## config.mk

```make
export PLATFORM = sky130hd
export DESIGN_NAME = imem_arbiter
export DESIGN_NICKNAME = d
export VERILOG_FILES = /design/src/rtl/imem_arbiter_pkg.sv /design/src/rtl/imem_arbiter_src_fifo.sv /design/src/rtl/imem_arbiter.sv
export SDC_FILE = /design/constraint.sdc
export NUM_CORES = 1
export LEC_CHECK = 0
export ABC_AREA = 1
export ABC_CLOCK_PERIOD_IN_PS = 2600
export CORE_AREA = 5 5 151 153
export CTS_BUF_LIST = sky130_fd_sc_hd__clkbuf_4
export CTS_CLUSTER_DIAMETER = 120
export CTS_CLUSTER_SIZE = 16
export DETAILED_ROUTE_END_ITERATION = 8
export DIE_AREA = 0 0 156 158
export HOLD_SLACK_MARGIN = 0.08
export MAX_ROUTING_LAYER = met4
export PLACE_DENSITY = 0.47
export SLEW_MARGIN = 5
export SYNTH_ARGS = -nofsm -noshare
export SYNTH_HDL_FRONTEND = slang
export SYNTH_SLANG_ARGS = --single-unit
```

## constraint.sdc

```tcl
create_clock -name clk -period 2.6 [get_ports clk]
set_clock_uncertainty 0.05 [all_clocks]
set_input_delay 0.39 -clock clk [delete_from_list [all_inputs] [get_ports clk]]
set_output_delay 0.39 -clock clk [all_outputs]
set_load 0.02 [all_outputs]
```

## src/rtl/imem_arbiter_pkg.sv

```systemverilog
// Shared types and default widths for the instruction-memory arbiter slice.
package imem_arbiter_pkg;

  localparam int unsigned INSTR_MEM_ADDR_WIDTH = 32;
  localparam int unsigned INSTR_MEM_WIDTH      = 32;
  localparam int unsigned INSTR_MEM_TAG_WIDTH  = 32;

  typedef enum logic {PRIO_IFU, PRIO_AUX} arb_state_e;
  typedef enum logic {SRC_IFU, SRC_AUX}   src_e;

  typedef struct packed {
    src_e src;
    logic kill;
  } outst_entry_t;

  localparam int unsigned OUTST_ENTRY_W = $bits(outst_entry_t);
  localparam int unsigned KILL_BIT      = 0;

endpackage

```

## src/rtl/imem_arbiter_src_fifo.sv

```systemverilog
// In-order FIFO of outstanding request sources, with a per-slot sticky kill bit.
module imem_arbiter_src_fifo #(
  parameter int unsigned DEPTH    = 4,
  parameter int unsigned WIDTH    = 2,
  parameter int unsigned KILL_BIT = 0
) (
  input  logic                     clk,
  input  logic                     rst_n,
  input  logic                     push,
  input  logic [WIDTH-1:0]         push_data,
  input  logic                     pop,
  input  logic [DEPTH-1:0]         kill_set,
  output logic [WIDTH-1:0]         head,
  output logic                     full,
  output logic                     empty,
  output logic [$clog2(DEPTH):0]   count
);

  localparam int unsigned AW = $clog2(DEPTH);
  localparam logic [AW:0] FULL_CNT = (AW+1)'(DEPTH);

  logic [DEPTH-1:0][WIDTH-1:0] mem_q;
  logic [AW-1:0]               wr_ptr;
  logic [AW-1:0]               rd_ptr;
  logic [AW:0]                 cnt;
  logic                        push_ok;
  logic                        pop_ok;

  assign full    = (cnt == FULL_CNT);
  assign empty   = (cnt == '0);
  assign count   = cnt;
  assign head    = mem_q[rd_ptr];
  assign push_ok = push & ~full;
  assign pop_ok  = pop & ~empty;

  always_ff @(posedge clk or negedge rst_n) begin
    if (!rst_n) begin
      mem_q  <= '0;
      wr_ptr <= '0;
      rd_ptr <= '0;
      cnt    <= '0;
    end else begin
      // Kill marks may land on free slots; a later push overwrites them.
      for (int unsigned i = 0; i < DEPTH; i++) begin
        if (kill_set[i]) mem_q[i][KILL_BIT] <= 1'b1;
      end
      if (push_ok) begin
        mem_q[wr_ptr] <= push_data;
        wr_ptr        <= wr_ptr + 1'b1;
      end
      if (pop_ok) rd_ptr <= rd_ptr + 1'b1;
      cnt <= cnt + (AW+1)'(push_ok) - (AW+1)'(pop_ok);
    end
  end

endmodule

```

## src/rtl/imem_arbiter.sv

```systemverilog
// Shares the instruction-memory port between IFU fetch and the aux port;
// routes in-order responses back to their issuer and drops flushed fetches.
module imem_arbiter
  import imem_arbiter_pkg::*;
#(
  parameter int unsigned MAX_OUTST    = 4,
  parameter int unsigned STARVE_LIMIT = 8,
  parameter int unsigned ADDR_W       = INSTR_MEM_ADDR_WIDTH,
  parameter int unsigned DATA_W       = INSTR_MEM_WIDTH,
  parameter int unsigned TAG_W        = INSTR_MEM_TAG_WIDTH
) (
  input  logic              clk,
  input  logic              rst_n,
  input  logic              flush,
  input  logic [ADDR_W-1:0] ifu_addr,
  input  logic              ifu_addr_valid,
  input  logic [TAG_W-1:0]  ifu_tag,
  output logic              ifu_gnt,
  output logic [DATA_W-1:0] ifu_rdata,
  output logic              ifu_rdata_valid,
  output logic [TAG_W-1:0]  ifu_tag_rsp,
  input  logic              aux_req,
  input  logic              aux_we,
  input  logic [ADDR_W-1:0] aux_addr,
  input  logic [DATA_W-1:0] aux_wdata,
  output logic              aux_gnt,
  output logic [DATA_W-1:0] aux_rdata,
  output logic              aux_rdata_valid,
  output logic [ADDR_W-1:0] mem_addr,
  output logic              mem_valid,
  output logic              mem_we,
  output logic [DATA_W-1:0] mem_wdata,
  output logic [TAG_W-1:0]  mem_tag_out,
  input  logic [DATA_W-1:0] mem_rdata,
  input  logic              mem_rdata_valid,
  input  logic [TAG_W-1:0]  mem_tag_in
);

  localparam int unsigned CW = $clog2(STARVE_LIMIT) + 1;
  localparam int unsigned FW = $clog2(MAX_OUTST) + 1;
  localparam logic [CW-1:0] STARVE_MAX = CW'(STARVE_LIMIT - 1);

  arb_state_e    state_q, state_d;
  logic [CW-1:0] starve_q, starve_d;
  logic          fifo_full, fifo_empty;
  logic [FW-1:0] fifo_count;
  logic          ifu_ok, aux_ok, push, pop;
  outst_entry_t  head, push_entry;

  always_ff @(posedge clk or negedge rst_n) begin
    if (!rst_n) begin
      state_q  <= PRIO_IFU;
      starve_q <= '0;
    end else begin
      state_q  <= state_d;
      starve_q <= starve_d;
    end
  end

  // Grants are gated by rst_n so every output reads 0 while reset is held.
  always_comb begin
    ifu_ok   = rst_n & ifu_addr_valid & ~flush & ~fifo_full;
    aux_ok   = rst_n & aux_req & (aux_we | ~fifo_full);
    ifu_gnt  = 1'b0;
    aux_gnt  = 1'b0;
    state_d  = state_q;
    starve_d = starve_q;
    case (state_q)
      PRIO_IFU: begin
        ifu_gnt = ifu_ok;
        aux_gnt = aux_ok & ~ifu_ok;
        if (aux_req & ~aux_gnt) begin
          starve_d = starve_q + 1'b1;
          if (starve_d == STARVE_MAX) state_d = PRIO_AUX;
        end else begin
          starve_d = '0;
        end
      end
      PRIO_AUX: begin
        aux_gnt = aux_ok;
        ifu_gnt = ifu_ok & ~aux_ok;
        if (aux_gnt | ~aux_req) begin
          state_d  = PRIO_IFU;
          starve_d = '0;
        end
      end
      default: state_d = PRIO_IFU;
    endcase
  end

  always_comb begin
    push_entry      = '0;
    push_entry.src  = ifu_gnt ? SRC_IFU : SRC_AUX;
    push_entry.kill = 1'b0;
  end

  assign push = ifu_gnt | (aux_gnt & ~aux_we);
  assign pop  = mem_rdata_valid & ~fifo_empty;

  // Aux responses ignore kill, so flush can mark every slot unconditionally.
  imem_arbiter_src_fifo #(
    .DEPTH    (MAX_OUTST),
    .WIDTH    (OUTST_ENTRY_W),
    .KILL_BIT (KILL_BIT)
  ) u_src_fifo (
    .clk       (clk),
    .rst_n     (rst_n),
    .push      (push),
    .push_data (push_entry),
    .pop       (pop),
    .kill_set  ({MAX_OUTST{flush}}),
    .head      (head),
    .full      (fifo_full),
    .empty     (fifo_empty),
    .count     (fifo_count)
  );

  assign mem_valid   = ifu_gnt | aux_gnt;
  assign mem_we      = aux_gnt & aux_we;
  assign mem_addr    = ifu_gnt ? ifu_addr : (aux_gnt ? aux_addr : '0);
  assign mem_wdata   = mem_we ? aux_wdata : '0;
  assign mem_tag_out = ifu_gnt ? ifu_tag : '0;

  assign ifu_rdata_valid = pop & (head.src == SRC_IFU) & ~head.kill & ~flush;
  assign aux_rdata_valid = pop & (head.src == SRC_AUX);
  assign ifu_tag_rsp     = ifu_rdata_valid ? mem_tag_in : '0;
  assign ifu_rdata       = rst_n ? mem_rdata : '0;
  assign aux_rdata       = rst_n ? mem_rdata : '0;

  a_rsp_needs_entry: assert property (@(posedge clk) disable iff (!rst_n)
    mem_rdata_valid |-> !fifo_empty);

  a_count_in_range: assert property (@(posedge clk) disable iff (!rst_n)
    fifo_count <= FW'(MAX_OUTST));

endmodule

```

==> impl_metrics.env <==
export IMPL_outcome="completed"
export IMPL_first_iter_violations=128
export IMPL_rows=54
export IMPL_dp_hpwl_um=12900
export IMPL_fmax_ghz=0.401
export IMPL_avgSynthCellArea_um2=5.32
export IMPL_io_buffers=396
export IMPL_synth_cell_types=28
export IMPL_final_cell_mix="263 x clkdlybuf4s50_1, 150 x nand2_1, 144 x inv_1, 110 x nor2_1, 69 x dlygate4sd2_1"
export IMPL_finalNonFillerCells=1185
export IMPL_area_growth_pct=139
export IMPL_timing_final_crit_share_pct=96.0
export IMPL_clockRootBuffer="clkbuf_4"
export IMPL_layout_drive_gt1_share_pct=7.62
export IMPL_crit_type="primary input to output pin"
export IMPL_final_common_cell="clkdlybuf4s50_1"
export IMPL_cts_buffers=3
export IMPL_cp_slowest_cell="clkdlybuf4s50_1"
export IMPL_finalHoldViolCount=0
export IMPL_dieArea_um2=24600
export IMPL_syn_inst=540
export IMPL_start_util_pct=13.4
export IMPL_die_h_um=158
export IMPL_dp_cells=1180
export IMPL_htreeDepth=1
export IMPL_maxCapViolations=0
export IMPL_overflow=0
export IMPL_leakagePower_uw=0.00392
export IMPL_finalSetupViolCount=0
export IMPL_place_congestion=0.801
export IMPL_min_period_ns=2.50
export IMPL_pin_count=397
export IMPL_end_kind="output pin"
export IMPL_clk_pin_slew_ns=0.12
export IMPL_die_width_um=156
export IMPL_cp_depth=10
export IMPL_hold_class="primary input to async pin"
export IMPL_dr_pass1_iters=4
export IMPL_grt_max_degree=40
export IMPL_avgViaCountPerCell=3.50
export IMPL_startpoint="ifu_addr_valid"
export IMPL_r2r_start="u_src_fifo.count[1]$_DFF_PN0_"
export IMPL_cts_setup_buffers=0
export IMPL_postRouteAntennaNets=0
export IMPL_ys_seq_area_share_pct=17.4
export IMPL_fin_ws_ns=0.104
export IMPL_r2r_slack_ns=0.41
export IMPL_pre_cts_slack_ns=-0.255
export IMPL_ys_ff_latch=20
export IMPL_antenna_cells=0
export IMPL_wl_um=15200
export IMPL_slew_headroom_pct=70.6
export IMPL_clockBufferDepth=2
export IMPL_synth_largest_area_cell="nand2_1"
export IMPL_worst_slew_pin_slew_ns=0.441
export IMPL_worstReg2RegEnd="u_src_fifo.count[2]$_DFF_PN0_"
export IMPL_drc=0
export IMPL_coreArea_um2=21400
export IMPL_path_max_fanout=27
export IMPL_grt_pass1_vias=4168
export IMPL_crit_chain="clkdlybuf4s50_1, nand2_2, nor2_2, nand2_2, inv_2, nand2_2, buf_12, buf_12, nor2_1, dlygate4sd2_1"
export IMPL_crit_top_cell="nand2_2"
export IMPL_cp_required_ns=2.16
export IMPL_grt_pass1_wl_um=22200
export IMPL_grt_setup_unrepaired="no"
export IMPL_cp_start_kind="primary input"
export IMPL_track_usage_pct=11.4
export IMPL_synth_fp_nets=748
export IMPL_powerDensity_nw_per_um2=355
export IMPL_yosys_warnings=0
export IMPL_clk_latency_ns=0.31
export IMPL_arrival_ns=2.06
export IMPL_antenna_found_initial=0
export IMPL_num_vias=4142
export IMPL_wl_per_cell_um=12.8
export IMPL_synth_top_area_share_pct=19.6
export IMPL_maxSlewViolCount=0
export IMPL_crit_buf_inv=5
export IMPL_ir_worst_vdd_uv=174
export IMPL_r2r_cells=12
export IMPL_crit_family="buffers and inverters"
export IMPL_synth_area_leaders="nand2_1 20%, inv_1 19%, dfrtp_1 17%, nor2_1 14%, buf_4 8.6%"
export IMPL_clock_sinks=20
export IMPL_final_nets=1114
export IMPL_cts_tree="built"
export IMPL_synthesis_area_um2=2870
export IMPL_cpPeakStageDelay_ns=0.48
export IMPL_worstSetupEndpoint="mem_tag_out[16]"
export IMPL_whs_ns=0.157
[report_power, final]
| group | internal (uW) | switching [uW] |
|---|---|---|
| combinational | 798 | 848 |
| clock | 156 | 107 |
| sequential | 422 | 105 |
[logic make-up after synthesis]
family          count (synthesis)  synth area share (%)
simple gates                  287                  41.0
buf+inv                       204                  32.8
flops                          20                  17.4
compound gates                 15                  3.09
fa+ha+maj                       9                  4.18
xor+xnor                        5                  1.53
[what timing repair did]
action                                 in CTS  in global routing
hold buffers                                1                  0
setup endpoints to repair                 131                 72
endpoints found under the hold margin      13                  0
gates cloned                                0                  0
resized for setup                         131                 91
[cell type report]
| class | count | area (um^2) |
|---|---|---|
| Tap cell | 280 | 350 |
| Fill cell | 2342 | 14600 |
| Sequential cell | 20 | 503 |
| Multi-Input combinational cell | 316 | 1430 |
| Timing Repair Buffer | 415 | 3970 |
| Clock buffer | 3 | 22.5 |
| Inverter | 150 | 563 |
| Clock inverter | 1 | 30.0 |
[sequential cells by signal, summed over array words and instances, names as in the netlist]
register / cells
u_src_fifo.count: 3
u_src_fifo.wr_ptr: 2
u_src_fifo.mem_q: 8
state_q: 1
u_src_fifo.rd_ptr: 2
starve_q: 4
[through the flow]
stage | TNS [ns] | area [um^2] | util, % | power (uW)
finish | 0 | 6860 | 32.0 | 2430
global route | 0 | 6860 | 32.0 | 2640
floorplan | 0 | 2870 | - | 1410
CTS | 0 | 6910 | 32.3 | 2470
global placement | -14.01 | 7010 | 32.7 | 2310
detailed placement | -16.10 | 7010 | 32.7 | 2310
[cell usage after synthesis]
| master | instances |
|---|---|
| a31oi_1 | 4 |
| buf_2 | 12 |
| buf_4 | 33 |
| buf_6 | 5 |
| clkbuf_1 | 4 |
| dfrtp_1 | 20 |
| fa_1 | 1 |
| ha_1 | 8 |
| inv_1 | 144 |
| inv_2 | 6 |
| nand2_1 | 150 |
| nand2_2 | 5 |
| nand2_8 | 1 |
| nand2b_1 | 1 |
| nand3_1 | 9 |
| nand3_2 | 3 |
| nand3_4 | 1 |
| nand3b_1 | 1 |
| nand4_1 | 4 |
| nor2_1 | 110 |
| nor2_2 | 1 |
| nor2_4 | 1 |
| o21ai_0 | 7 |
| o21ai_1 | 1 |
| o22a_1 | 2 |
| o22ai_1 | 1 |
| xnor2_1 | 3 |
| xor2_1 | 2 |
[routing by layer]
| metal | up-vias | wire length, um | track usage [%] |
|---|---|---|---|
| met5 | - | 0 | - |
| met4 | 0 | 13 | 0.250 |
| met3 | 2 | 1410 | 2.79 |
| met1 | 1717 | 6230 | 13.5 |
| li1 | 2197 | - | - |
| met2 | 226 | 7530 | 20.9 |
[worst min path at each step]
stage                                     to  start  cells after the start
4_1_cts                    state_q$_DFF_PN0_  rst_n                      2
3_3_place_gp   u_src_fifo.count[2]$_DFF_PN0_  rst_n                      1
5_1_grt                    state_q$_DFF_PN0_  rst_n                      2
2_1_floorplan        starve_q[0]$_DFFE_PN0P_  rst_n                      0
6_report                   state_q$_DFF_PN0_  rst_n                      2
3_5_place_dp   u_src_fifo.count[2]$_DFF_PN0_  rst_n                      1
[worst register-to-register path, cell delays in order, from the launching register on]
cell and delay (ns):
dfrtp_2 0.47, nor2_4 0.15, nand3_2 0.13, nand3_2 0.12, nand2_2 0.10, buf_12 0.18
nand2_8 0.06, nand2_2 0.06, inv_2 0.06, ha_1 0.13, inv_1 0.04, fa_1 0.37
xnor2_1 0.17
Power figures use the tool's default switching activity.
